File: src/rtl/counter_sched_if.sv
// counter_sched_if: request/grant bus between the counter scheduler and its clients.
// master drives req/slot/gojam/ack/ovf_clr; slave returns grant, grant_idx, pend, ovf, tmo_err.
interface counter_sched_if #(
  parameter int NREQ = 8
);
  localparam int IW = (NREQ > 1) ? $clog2(NREQ) : 1;

  logic [NREQ-1:0] req;
  logic            slot;
  logic            gojam;
  logic            ack;
  logic            ovf_clr;
  logic            grant;
  logic [IW-1:0]   grant_idx;
  logic [NREQ-1:0] pend;
  logic [NREQ-1:0] ovf;
  logic            tmo_err;

  modport master (
    output req, slot, gojam, ack, ovf_clr,
    input  grant, grant_idx, pend, ovf, tmo_err
  );

  modport slave (
    input  req, slot, gojam, ack, ovf_clr,
    output grant, grant_idx, pend, ovf, tmo_err
  );
endinterface

File: src/rtl/counter_sched.sv
// counter_sched: latches increment requests and grants one counter cycle per timer slot.
// Ports: clock, rst (async, active high), bus (counter_sched_if.slave: requests in, grant out).
module counter_sched #(
  parameter int NREQ = 8,
  parameter int TMO  = 15
) (
  input  logic            clock,
  input  logic            rst,
  counter_sched_if.slave  bus
);
  localparam int IW = (NREQ > 1) ? $clog2(NREQ) : 1;
  localparam logic [7:0] TMO_M1 = 8'(TMO - 1);

  typedef enum logic [1:0] {
    IDLE  = 2'd0,
    SERVE = 2'd1,
    DONE  = 2'd2
  } state_t;

  state_t          state_q, state_d;
  logic [IW-1:0]   idx_q, idx_d;
  logic [7:0]      cnt_q, cnt_d;
  logic [NREQ-1:0] pend_q, pend_d;
  logic [NREQ-1:0] ovf_q, ovf_d;
  logic            tmo_q, tmo_d;

  logic [IW-1:0]   first_idx;
  logic            clr_en;
  logic [NREQ-1:0] clr_mask;
  logic [NREQ-1:0] ovf_set;

  // Lowest-numbered pending bit wins the grant.
  always_comb begin
    first_idx = '0;
    for (int i = NREQ - 1; i >= 0; i--) begin
      if (pend_q[i]) first_idx = IW'(i);
    end
  end

  always_comb begin
    state_d = state_q;
    idx_d   = idx_q;
    cnt_d   = cnt_q;
    tmo_d   = tmo_q;
    clr_en  = 1'b0;
    if (bus.gojam) begin
      state_d = IDLE;
      idx_d   = '0;
      cnt_d   = '0;
    end else begin
      unique case (state_q)
        IDLE: begin
          cnt_d = '0;
          if (bus.slot && (|pend_q)) begin
            state_d = SERVE;
            idx_d   = first_idx;
          end
        end
        SERVE: begin
          if (bus.ack) begin
            state_d = DONE;
            clr_en  = 1'b1;
            cnt_d   = '0;
          end else if (cnt_q == TMO_M1) begin
            // Grant held for TMO clocks without ack: abandon it.
            state_d = IDLE;
            tmo_d   = 1'b1;
            cnt_d   = '0;
          end else begin
            cnt_d = cnt_q + 8'd1;
          end
        end
        DONE: begin
          state_d = IDLE;
          cnt_d   = '0;
        end
        default: begin
          state_d = IDLE;
          cnt_d   = '0;
        end
      endcase
    end
  end

  // A request arriving on the ack edge re-arms the bit instead of overflowing.
  always_comb begin
    clr_mask = '0;
    if (clr_en) clr_mask[idx_q] = 1'b1;
  end

  always_comb begin
    if (bus.gojam) begin
      pend_d  = '0;
      ovf_set = '0;
    end else begin
      pend_d  = (pend_q & ~clr_mask) | bus.req;
      ovf_set = bus.req & pend_q & ~clr_mask;
    end
    ovf_d = (bus.ovf_clr ? '0 : ovf_q) | ovf_set;
  end

  always_ff @(posedge clock or posedge rst) begin
    if (rst) begin
      state_q <= IDLE;
      idx_q   <= '0;
      cnt_q   <= '0;
      pend_q  <= '0;
      ovf_q   <= '0;
      tmo_q   <= 1'b0;
    end else begin
      state_q <= state_d;
      idx_q   <= idx_d;
      cnt_q   <= cnt_d;
      pend_q  <= pend_d;
      ovf_q   <= ovf_d;
      tmo_q   <= tmo_d;
    end
  end

  assign bus.grant     = (state_q == SERVE);
  assign bus.grant_idx = (state_q == SERVE) ? idx_q : '0;
  assign bus.pend      = pend_q;
  assign bus.ovf       = ovf_q;
  assign bus.tmo_err   = tmo_q;
endmodule

File: src/flat_wrapper.sv
// flat-port wrapper written by rule: the top's interface ports become plain ports
module counter_sched_flat 
#(
  parameter int NREQ = 8,
  parameter int TMO  = 15
)
  (clock, rst, bus_req, bus_slot, bus_gojam, bus_ack, bus_ovf_clr, bus_grant, bus_grant_idx, bus_pend, bus_ovf, bus_tmo_err);
  counter_sched_if #(.NREQ(NREQ)) bus_i ();
  input  logic clock;
  input  logic rst;
  input wire logic [$bits(bus_i.req)-1:0] bus_req;
  input wire logic [$bits(bus_i.slot)-1:0] bus_slot;
  input wire logic [$bits(bus_i.gojam)-1:0] bus_gojam;
  input wire logic [$bits(bus_i.ack)-1:0] bus_ack;
  input wire logic [$bits(bus_i.ovf_clr)-1:0] bus_ovf_clr;
  output wire logic [$bits(bus_i.grant)-1:0] bus_grant;
  output wire logic [$bits(bus_i.grant_idx)-1:0] bus_grant_idx;
  output wire logic [$bits(bus_i.pend)-1:0] bus_pend;
  output wire logic [$bits(bus_i.ovf)-1:0] bus_ovf;
  output wire logic [$bits(bus_i.tmo_err)-1:0] bus_tmo_err;
  assign bus_i.req = bus_req;
  assign bus_i.slot = bus_slot;
  assign bus_i.gojam = bus_gojam;
  assign bus_i.ack = bus_ack;
  assign bus_i.ovf_clr = bus_ovf_clr;
  assign bus_grant = bus_i.grant;
  assign bus_grant_idx = bus_i.grant_idx;
  assign bus_pend = bus_i.pend;
  assign bus_ovf = bus_i.ovf;
  assign bus_tmo_err = bus_i.tmo_err;
  counter_sched #(.NREQ(NREQ), .TMO(TMO)) u_core (.clock(clock), .rst(rst), .bus(bus_i));
endmodule
File: config.mk
export PLATFORM = sky130hd
export DESIGN_NAME = counter_sched_flat
export DESIGN_NICKNAME = d
export VERILOG_FILES = /design/src/rtl/counter_sched_if.sv /design/src/rtl/counter_sched.sv /design/src/flat_wrapper.sv
export SDC_FILE = /design/constraint.sdc
export NUM_CORES = 1
export LEC_CHECK = 0
export CORE_MARGIN = 2
export CORE_UTILIZATION = 52
export DETAILED_ROUTE_END_ITERATION = 6
export GPL_TIMING_DRIVEN = 0
export HOLD_SLACK_MARGIN = 0.15
export PLACE_DENSITY = 0.94
export SYNTH_ARGS = -nofsm -noshare
export SYNTH_HDL_FRONTEND = slang
export SYNTH_SLANG_ARGS = --single-unit
File: constraint.sdc
create_clock -name clock -period 3.35 [get_ports clock]
set_clock_uncertainty 0.1 [all_clocks]
set_input_delay 0.335 -clock clock [delete_from_list [all_inputs] [get_ports clock]]
set_output_delay 0.335 -clock clock [all_outputs]
set_load 0.02 [all_outputs]
# Yosys cells after proc, flatten, opt, wreduce, memory -nomap -nowiden
# Cells that the tools add are included.
# totals
ff_bits	30
output_inout_bits	21
# op_classes
addsub	1
n_eq_ne	4
magnitude_cmp	2
bitwise_logic	8
n_mux	30
n_reduce_logical	9
# ops
operator	n
8-bit 2-to-1 mux	8
3-bit 2-to-1 mux	12
8-bit bitwise AND	3
8-bit bitwise OR	2
8-bit by 1-bit adder with 8-bit output, second input constant	1
8-bit by 4-bit equality test with 1-bit output, second input constant	1
2-bit 2-to-1 mux	4
8-bit inverter	1
8-bit OR reduction	1
3-bit by 4-bit less-than comparator with 1-bit output, second input constant	1
1-bit 2-to-1 mux	4
4-bit by 3-bit != test with 1-bit output, second input constant	1
2-bit one-hot mux with 2 select lines	1
2-bit AND reduction	2
4-bit AND reduction	1
2-bit nonzero test	2
1-bit demux with 3-bit select	1
3-bit by 1-bit >= comparator with 1-bit output, second input constant	1
3-bit by 2-bit != test with 1-bit output, second input constant	1
2-bit by 1-bit equality test with 1-bit output, second input constant	1
1-bit logical AND	2
2-bit logical NOT	1
1-bit inverter	2

# Depth between registers and ports, before layout
# depth
ltp_word	11
ltp_mapped	7
ltp_nobuf	7

# Least setup slack after synthesis
# Ideal clock, no wire load.
# synth_path
path_type	reg-to-reg
startpoint	register u_core.pend_q[5] (netlist: u_core.bus.pend[5])
endpoint	register u_core.idx_q[0]
period_less_slack_ns	1.615
setup_time_ns	0.136
path_stages_with_launch	5
setup_slack_ns	1.735
arrival_time_ns	1.379
cell_sequence	dfrtp_1 or4_4 o21ai_2 a211o_2 a21oi_1
# synth_between
elab_chain_cells	9
word_cells_on_any_way	13
# synth_rtl
item	line	text
from (decl)	counter_sched.sv:23	logic [NREQ-1:0] pend_q, pend_d;
from (signal assigned)	counter_sched.sv:114	pend_q <= pend_d;
3-bit 2-to-1 mux (6 in series)	counter_sched.sv:36	if (pend_q[i]) first_idx = IW'(i);
3-bit 2-to-1 mux	counter_sched.sv:54	if (bus.slot && (|pend_q)) begin
3-bit 2-to-1 mux	counter_sched.sv:51	unique case (state_q)
3-bit 2-to-1 mux	counter_sched.sv:46	if (bus.gojam) begin
to (signal assigned)	counter_sched.sv:112	idx_q <= idx_d;
to (decl)	counter_sched.sv:21	logic [IW-1:0] idx_q, idx_d;
# Several ways; a longest one is shown, not always the timed one. The select of a mux whose other input is x is not followed.
# A chain may end at the register's enable or synchronous reset.

# Worst setup path after layout
# layout_path
startpoint	register u_core.state_q[1]
endpoint	output port bus_grant_idx[0]
# layout_between
elab_chain_cells	2
# layout_rtl
item	line	text
from (decl)	counter_sched.sv:20	state_t state_q, state_d;
from (signal assigned)	counter_sched.sv:111	state_q <= state_d;
2-bit by 1-bit equality test with 1-bit output	counter_sched.sv:121	assign bus.grant_idx = (state_q == SERVE) ? idx_q : '0;
3-bit 2-to-1 mux	counter_sched.sv:121	
to (decl)	flat_wrapper.sv:17	output wire logic [$bits(bus_i.grant_idx)-1:0] bus_grant_idx;
# No other way between the ends.

==> results.sh <==
export IMPL_outcome="complete, no violations"
export IMPL_relSlewSlack_pct=26.32
export IMPL_crit_path_frequent_cell="inv_1"
export IMPL_cts_hold_buf=0
export IMPL_hold_violations=0
export IMPL_core_um2=2545
export IMPL_power_leakage_uw=0.0008230
export IMPL_antenna_found_initial=0
export IMPL_synth_async_reset_ratio_pct=100.0
export IMPL_postSynthAreaPerCell_um2=9.604
export IMPL_cts_setup_buffers=0
export IMPL_grt_pass1_wl_um=5899
export IMPL_synth_largest_area_cell="dfrtp_1"
export IMPL_crit_family="buffers and inverters"
export IMPL_synth_xor_area_share_pct=3.697
export IMPL_arrival_ns=1.94
export IMPL_fin_area_um2=1849
export IMPL_synth_cells=148
export IMPL_ys_warn_count=0
export IMPL_critPathBufInv=3
export IMPL_first_iter_violations=59
export IMPL_crit_chain="nand2b_1, inv_1, nand2_1, inv_1, clkdlybuf4s50_1"
export IMPL_ys_ff_latch=30
export IMPL_yosys_area_share_simple_pct=19.01
export IMPL_wl_um=3434
export IMPL_num_nets_final=204
export IMPL_die_h_um=56.28
export IMPL_crit_required_ns=2.91
export IMPL_clkLatencyLatePin_ns=0.33
export IMPL_synth_top_area_share_pct=52.82
export IMPL_grt_ovfl_total=0
export IMPL_placed_area_um2=1789
export IMPL_wl_per_cell_um=15.68
export IMPL_post_route_min_period_ns=2.371
export IMPL_gr_usage_all_layers_pct=24.30
export IMPL_end_kind="output port"
export IMPL_clk_pin_slew_ns=0.10
export IMPL_hold_slack_ns=0.2757
export IMPL_synth_fa_ha_area_share_pct=1.761
export IMPL_fillers=187
export IMPL_synth_compound_area_share_pct=15.23
export IMPL_tns_ns=0
export IMPL_finalMaxSlewViolations=0
export IMPL_fin_ws_ns=0.9786
export IMPL_grt_max_degree=31
export IMPL_clock_sinks=30
export IMPL_dieArea_um2=3167
export IMPL_critical_path_max_stage_delay_ns=0.62
export IMPL_vias=1245
export IMPL_die_width_um=56.28
export IMPL_min_path_type="in2reg"
export IMPL_clock_fmax_ghz=0.4217
export IMPL_synth_cell_type_count=35
export IMPL_firstDrtPassIters=4
export IMPL_finalSetupViolations=0
export IMPL_cp_start_kind="flop"
export IMPL_synth_top_family_by_area="simple AND/OR/NAND/NOR gates"
export IMPL_yosysMostFrequentCell="dfrtp_1"
export IMPL_ios=35
export IMPL_rows=18
export IMPL_start_util_pct=55.85
export IMPL_postLayoutCoreUtil_pct=72.66
export IMPL_synth_main_ff_cell="dfrtp_1"
export IMPL_crit_path_top_delay_cell="clkdlybuf4s50_1"
export IMPL_ys_top_cells_by_count="dfrtp_1 (30), inv_1 (23), nor2_1 (13), nand2_1 (12), a21oi_1 (11)"
export IMPL_syn2layout_area_growth_pct=30.11
export IMPL_drc=0
export IMPL_io_buffers=33
export IMPL_cts_resized=0
export IMPL_drt_vias_per_instance=5.685
export IMPL_drive_gt1_share_pct=6.878
export IMPL_gp_congestion=0.9612
export IMPL_netlist_area_um2=1421
export IMPL_dp_slack_ns=1.334
export IMPL_antenna_cells=0
export IMPL_yosysSeqAreaShare_pct=52.82
export IMPL_cellPowerDensity_nw_per_um2=416.3
export IMPL_syn_nets=164
export IMPL_cts_made_buffers=5
export IMPL_drv_cap=0
export IMPL_yosys_top_cells_area="dfrtp_1 (53%), inv_1 (6.1%), o32ai_1 (4.3%)"
export IMPL_vdd_drop_max_mv=0.4633
export IMPL_cts_tree="yes"
export IMPL_cts_root_buf="clkbuf_4"
export IMPL_cts_buffer_depth=2
export IMPL_h_tree_depth=2
export IMPL_dpl_hpwl_um=2543
export IMPL_synthMuxAreaShare_pct=0
export IMPL_min_period_over_period_pct=70.79
export IMPL_critPathKind="reg2out"
export IMPL_ant_nets=0
export IMPL_grt_pass1_vias=1237
export IMPL_crit_path_max_fanout=5
export IMPL_synth_edf_count=0
export IMPL_rsz0062_at_grt="false"
export IMPL_tightest_slew_ns=1.104
-- power by group --
part	switching (uW)	internal, uW	total, uW
Combinational	78.2	66.4	145
Sequential	23.4	381	405
Clock	119	102	220
-- final timing paths --
check / endpoint / startpoint / slack (ns) / cells after the start
min in group asynchronous: u_core.bus.pend[2] / rst / 0.48 / 2
worst max-delay path: bus_grant_idx[0] / u_core.state_q[1] / 0.98 / 5
worst min register to register: u_core.bus.tmo_err / u_core.bus.tmo_err / 0.39 / 1
worst max register to register: u_core.bus.pend[5] / u_core.state_q[1] / 1.63 / 5
worst min-delay path: u_core.bus.ovf[1] / bus_ovf_clr / 0.28 / 2
max in group asynchronous: u_core.cnt_q[5] / rst / 2.00 / 2
-- state kept, by name, indices dropped and copies added (netlist names) --
register / count
u_core.bus.ovf: 8
u_core.bus.pend: 8
u_core.cnt_q: 8
u_core.idx_q: 3
u_core.state_q: 2
u_core.bus.tmo_err: 1
-- layout make-up --
class                      count  area, um2  area share (%)
tap                           30      37.54           2.030
sequential                    30      750.7           40.60
clock inverter                 1      5.005          0.2706
clock buffer                   7      55.05           2.977
inverter                      23      86.33           4.668
timing repair buffer          33      330.3           17.86
multi-input combinational     91      564.3           30.51
buffer                         4      20.02           1.083
-- per-stage QoR --
stage / total power [uW] / std cells
2_1_floorplan: 484.0 / 148
3_3_place_gp: 548.2 / 211
3_5_place_dp: 554.2 / 211
4_1_cts: 773.8 / 219
5_1_grt: 802.6 / 219
6_report: 769.9 / 219
-- cells in the final DEF, fill, tap and decap left out, types with 2 or more instances in the layout --
cell type | netlist | final
ha_1 | 2 | 2
clkbuf_4 | 0 | 5
xnor2_1 | 2 | 2
nand2_1 | 12 | 12
o21ai_0 | 4 | 4
inv_1 | 23 | 23
a21oi_1 | 11 | 11
nor3_1 | 4 | 4
nand4_1 | 4 | 4
nor2_1 | 13 | 13
o31ai_1 | 2 | 2
nand2b_1 | 3 | 3
o32ai_1 | 7 | 7
xor2_1 | 4 | 4
nand3_1 | 3 | 3
clkdlybuf4s50_1 | 0 | 33
or4_4 | 2 | 2
clkbuf_1 | 1 | 2
and2_1 | 3 | 3
nor3b_1 | 2 | 2
dfrtp_1 | 30 | 30
-- per-layer routing --
layer	global-route usage, %	vias to the layer above	part of all wire (%)
met5	0	-	0
met4	6.122	0	0.64
met3	7.143	3	7.3
met2	39.66	61	50
met1	31.91	595	42
li1	-	586	-
-- cells by family after synthesis --
kind of cell               count (synthesis)
adders and majority gates                  2
DFF                                       30
AOI/OAI and AO/OA                         32
buffers and inverters                     27
xor gates and xnor gates                   6
and+or+nand+nor                           51
No activity file was read; power rests on OpenSTA's default activity.
==> RTL edit 1 (same flow settings) <==
Make the reset (`rst`) synchronous in one clocked block. Comments in the files are not updated.
--- a/src/rtl/counter_sched.sv
+++ b/src/rtl/counter_sched.sv
@@ -99,7 +99,7 @@
     ovf_d = (bus.ovf_clr ? '0 : ovf_q) | ovf_set;
   end
 
-  always_ff @(posedge clock or posedge rst) begin
+  always_ff @(posedge clock) begin
     if (rst) begin
       state_q <= IDLE;
       idx_q   <= '0;
Check against the original RTL: differs if rst is asserted again (counterexample within 4 cycles, from zero or initial values and one cycle with rst high); with rst held inactive, the same outputs for 10 cycles.
==> RTL edit 1 against the original RTL <==
  * Register-to-register slack improved by 20 ps
  * Critical endpoint is now bus_grant_idx[1]
  * Sequential cell count did not move
  * Via count fell by 8.5%
  * Critical path depth is 2 lower
  * Final area is 9.5% lower
  * Setup slack improved by 240 ps
  * Area after synthesis is 13% lower
  * Wire length decreased by 8.4%
  * Die area fell by 12%
  * Largest power group unchanged
  * Total power is 9.8% lower
  * Sequential share of layout area decreased by 4.7 points
==> RTL edit 1: results (changes against the original RTL) <==
{
  "data_arrival_time_of_the_worst_path": {"value": 1700, "unit": "ps", "change": "-240 ps"},
  "yosys-top-cells-area": {"value": "sky130_fd_sc_hd__dfxtp_1 (48%), sky130_fd_sc_hd__a22o_1 (4.9%), sky130_fd_sc_hd__a21o_1 (4.2%)"},
  "vdd.ir_drop.worst": {"value": 0.317, "unit": "mV", "change": "-32%"},
  "hp-class": {"value": "reg -> reg"},
  "worst_path_fanout_max": {"value": 6, "change": "+1"},
  "final.fill_count": {"value": 169, "change": "-9.6%"},
  "outcome": {"value": "completed"},
  "wire_length_of_the_first_global_routing_pass": {"value": 4970, "unit": "um", "change": "-16%"},
  "net_count_final": {"value": 186, "change": "-8.8%"},
  "synthAdderAreaFrac": {"value": 2.02, "unit": "%", "change": "+0.26 points"},
  "post_dp_hpwl": {"value": 2320, "unit": "um", "change": "-8.6%"},
  "met2WireLength": {"value": 1580, "unit": "um", "change": "-8.4%"},
  "met3RoutedLength": {"value": 205, "unit": "um", "change": "-18%"},
  "total_leakage_power": {"value": 0.000671, "unit": "uW", "change": "-18%"},
  "async_flop_share": {"value": 0, "unit": "%", "change": "-100 points"},
  "pin_count_of_the_biggest_net_entering_global_routing": {"value": 11, "change": "-65%"},
  "seq_area_frac_synth": {"value": 48.5, "unit": "%", "change": "-4.3 points"},
  "crit_path_largest_cell_delay": {"value": 600, "unit": "ps", "change": "-20 ps"},
  "routed_via_density": {"value": 5.72, "change": "+0.68%"},
  "most_frequent_cells_after_synthesis": {"value": "sky130_fd_sc_hd__dfxtp_1 (30), sky130_fd_sc_hd__nor2_1 (14), sky130_fd_sc_hd__nand2_1 (10)"},
  "io_buffer_count": {"value": 34, "change": "+3.0%"},
  "synth_compound_gate_area_share": {"value": 20.0, "unit": "%", "change": "+4.8 points"},
  "drt_first_iter_violations": {"value": 16, "change": "-73%"},
  "grt_usage": {"value": 25.6, "unit": "%", "change": "+1.3 points"},
  "dp_worst_setup_slack": {"value": 1180, "unit": "ps", "change": "-158 ps"},
  "layout_worst_path_cycle_share": {"value": 63.8, "unit": "%", "change": "-7.0 points"},
  "wl_met1": {"value": 1310, "unit": "um", "change": "-8.8%"},
  "avgRoutedWirePerCell": {"value": 15.8, "unit": "um", "change": "+0.76%"},
  "gp_routability_congestion": {"value": 0.825, "change": "-14%"}
}
-- RTL edit 1: final timing paths --
| check | startpoint | to | slack, ps | cells past startpoint |
|---|---|---|---|---|
| worst max-delay path | u_core.state_q[1]$_SDFFE_PP0P_ | bus_grant_idx[1] | 1210 | 3 |
| worst min-delay path | u_core.bus.ovf[4]$_SDFF_PP0_ | u_core.bus.ovf[4]$_SDFF_PP0_ | 340 | 2 |
| worst max register to register | u_core.state_q[1]$_SDFFE_PP0P_ | u_core.bus.ovf[2]$_SDFF_PP0_ | 1650 | 4 |
| worst min register to register | u_core.bus.ovf[4]$_SDFF_PP0_ | u_core.bus.ovf[4]$_SDFF_PP0_ | 340 | 2 |
-- RTL edit 1: kinds of logic after synthesis --
family,Yosys count
DFF,30
adders and majority gates,2
buffers and inverters,5
xor gates and xnor gates,6
AOI/OAI and AO/OA,33
and+or+nand+nor,53
-- RTL edit 1: stage by stage --
step	area [um2]	hold slack (ps)	instances
after floorplan	1240	337	129
after global placement	1610	326	191
after detailed placement	1610	332	191
after CTS	1670	345	199
after global routing	1670	382	199
final	1670	342	199
-- RTL edit 1: layout make-up --
type / count / share of cell area, %
Inverter: 3 / 0.673
Sequential cell: 30 / 35.9
Clock buffer: 7 / 3.29
Tap cell: 28 / 2.09
Timing Repair Buffer: 34 / 20.3
Buffer: 2 / 0.448
Clock inverter: 1 / 0.299
Multi-Input combinational cell: 94 / 37.0
-- RTL edit 1: layer usage --
| layer | GRT usage [%] | up-vias |
|---|---|---|
| met3 | 9.71 | 6 |
| li1 | - | 546 |
| met4 | 9.83 | 0 |
| met5 | 0 | - |
| met1 | 28.9 | 546 |
| met2 | 43.1 | 41 |
-- RTL edit 1: tightest hold or removal path: cells and delay by family (launching register included) --
| kind | cells | cell delay, ps |
|---|---|---|
| AND/OR/NAND/NOR | 2 | 90 |
| flip-flops | 1 | 320 |
-- RTL edit 1: power groups by stage --
stage | Combinational [uW] | Sequential, uW | Clock (uW)
2_1_floorplan | 37.1 | 392 | 0
3_3_place_gp | 84.8 | 386 | 0
3_5_place_dp | 88.3 | 386 | 0
4_1_cts | 88.9 | 378 | 232
5_1_grt | 95.0 | 380 | 247
6_report | 89.1 | 378 | 227
==> RTL edit 2 (same settings) <==
Made on the original files. `NREQ` is set to 8 in 3 places; all go to 16.
--- a/src/rtl/counter_sched_if.sv
+++ b/src/rtl/counter_sched_if.sv
@@ -1,7 +1,7 @@
 // counter_sched_if: request/grant bus between the counter scheduler and its clients.
 // master drives req/slot/gojam/ack/ovf_clr; slave returns grant, grant_idx, pend, ovf, tmo_err.
 interface counter_sched_if #(
-  parameter int NREQ = 8
+  parameter int NREQ = 16
 );
   localparam int IW = (NREQ > 1) ? $clog2(NREQ) : 1;
 
--- a/src/rtl/counter_sched.sv
+++ b/src/rtl/counter_sched.sv
@@ -1,7 +1,7 @@
 // counter_sched: latches increment requests and grants one counter cycle per timer slot.
 // Ports: clock, rst (async, active high), bus (counter_sched_if.slave: requests in, grant out).
 module counter_sched #(
-  parameter int NREQ = 8,
+  parameter int NREQ = 16,
   parameter int TMO  = 15
 ) (
   input  logic            clock,
--- a/src/flat_wrapper.sv
+++ b/src/flat_wrapper.sv
@@ -1,7 +1,7 @@
 // flat-port wrapper written by rule: the top's interface ports become plain ports
 module counter_sched_flat 
 #(
-  parameter int NREQ = 8,
+  parameter int NREQ = 16,
   parameter int TMO  = 15
 )
   (clock, rst, bus_req, bus_slot, bus_gojam, bus_ack, bus_ovf_clr, bus_grant, bus_grant_idx, bus_pend, bus_ovf, bus_tmo_err);
Interface: changed (resized bus_grant_idx, bus_ovf, bus_pend and bus_req); port bits go from 35 to 60. The function was not compared with the original's and may differ.
==> RTL edit 2 against the original RTL <==
  * Critical path depth is 1 lower
  * Worst hold slack worse by 43 ps
  * Setup slack worse by 36 ps
  * Wire length is 66% higher
  * Area after synthesis is 53% higher
  * Final area is 59% higher
  * Sequential cell count is 17 higher
  * Total power is 62% higher
==> RTL edit 2: results (changes against the original RTL) <==
{
  "critical_path.startpoint": {"value": "u_core.state_q[0]$_DFFE_PP0P_"},
  "grt_util_met1": {"value": 33.6, "unit": "%", "change": "+1.7 points"},
  "net_count_final": {"value": 312, "change": "+53%"},
  "hp-class": {"value": "in -> async"},
  "met2WireLength": {"value": 2850, "unit": "um", "change": "+66%"},
  "clock_insertion_delay_worst_skew": {"value": 300, "unit": "ps", "change": "-30 ps"},
  "synthDistinctLibCells": {"value": 38, "change": "+8.6%"},
  "worst-r2r-setup-slack": {"value": 1450, "unit": "ps", "change": "-180 ps"},
  "vias": {"value": 1956, "change": "+57%"},
  "final.fill_count": {"value": 287, "change": "+53%"},
  "m3_gr_usage": {"value": 4.71, "unit": "%", "change": "-2.4 points"},
  "drt_wl_total": {"value": 5710, "unit": "um", "change": "+66%"},
  "non_clock_buffer_area_share": {"value": 21.4, "unit": "%", "change": "+2.4 points"},
  "clock_root_buffer_master": {"value": "sky130_fd_sc_hd__clkbuf_8"},
  "power.sequential.total": {"value": 636, "unit": "uW", "change": "+57%"},
  "seq_area": {"value": 0.00118, "unit": "mm2", "change": "+57%"},
  "outcome": {"value": "completed"},
  "grtUsageMet2": {"value": 42.2, "unit": "%", "change": "+2.5 points"},
  "sequential_cell_total": {"value": 47, "change": "+57%"},
  "clock_tree_area_fraction": {"value": 3.36, "unit": "%", "change": "+0.11 points"},
  "r2r.worst_path.cells": {"value": 4, "change": "-1"},
  "worst_slew_margin_rel": {"value": 62.7, "unit": "%", "change": "+36 points"},
  "n_multi_input_combinational_cell": {"value": 132, "change": "+45%"},
  "io_buffer_count": {"value": 58, "change": "+76%"},
  "synth.net_count": {"value": 246, "change": "+50%"},
  "grt_usage": {"value": 25.6, "unit": "%", "change": "+1.3 points"},
  "grt_pass1_vias": {"value": 1902, "change": "+54%"},
  "netSwitchingPower": {"value": 364, "unit": "uW", "change": "+65%"},
  "buffers": {"value": 66, "change": "+78%"},
  "multi_input_area": {"value": 840, "unit": "um2", "change": "+49%"},
  "final.clkbuf_count": {"value": 6, "change": "-1"},
  "seq_area_frac_synth": {"value": 54.0, "unit": "%", "change": "+1.2 points"},
  "fraction_of_final_layout_cells_sized_beyond_drive_strength_1": {"value": 6.23, "unit": "%", "change": "-0.65 points"},
  "wl_met1": {"value": 2330, "unit": "um", "change": "+62%"},
  "drt_first_iter_violations": {"value": 256, "change": "+330%"},
  "post_dp_hpwl": {"value": 4200, "unit": "um", "change": "+65%"},
  "worst_path_fanout_max": {"value": 8, "change": "+3"}
}
-- RTL edit 2: cell types whose count changed after synthesis, sizes merged, moves of 3 or more --
cell and delta:
o32ai +9, clkbuf +4, nor4 +3, a21oi +13, inv +13, dfrtp +17
nand3b +3, nand2 -6, o21ai +14
-- RTL edit 2: through the flow --
step | utilization [%] | area (um2) | total power [uW] | instances | setup slack (ps)
after detailed placement | 70.5 | 2840 | 889 | 331 | 1140
after floorplan | - | 2180 | 767 | 222 | 1600
after global routing | 73.0 | 2940 | 1290 | 339 | 812
after global placement | 70.0 | 2820 | 877 | 330 | 953
final | 73.0 | 2940 | 1250 | 339 | 942
after CTS | 73.0 | 2940 | 1240 | 339 | 936
-- RTL edit 2: worst max-delay path, delay by kind of cell, from the launching register on --
family | cells | cell delay (ps)
DFF | 1 | 460
and+or+nand+nor | 2 | 340
buffers and inverters | 2 | 870
-- RTL edit 2: worst min-delay path by stage --
stage                                               from                             end  cells past startpoint
after global placement    u_core.bus.tmo_err$_DFFE_PP0P_  u_core.bus.tmo_err$_DFFE_PP0P_                      1
after floorplan                u_core.cnt_q[0]$_DFF_PP0_       u_core.cnt_q[0]$_DFF_PP0_                      1
after detailed placement  u_core.bus.tmo_err$_DFFE_PP0P_  u_core.bus.tmo_err$_DFFE_PP0P_                      1
after CTS                                            rst     u_core.idx_q[0]$_DFFE_PP0P_                      2
after global routing                                 rst    u_core.bus.pend[5]$_DFF_PP0_                      2
final                                                rst     u_core.bus.ovf[5]$_DFF_PP0_                      2
-- RTL edit 2: cell families (layout without fill, tap and decap cells) --
group	count (synthesis)	in the layout	share of synthesized area, %
AOI/OAI and AO/OA	67	67	19.9
xor gates and xnor gates	5	5	2.01
adders and majority gates	2	2	1.15
buffers and inverters	43	110	7.47
DFF	47	47	54.0
and+or+nand+nor	58	58	15.4
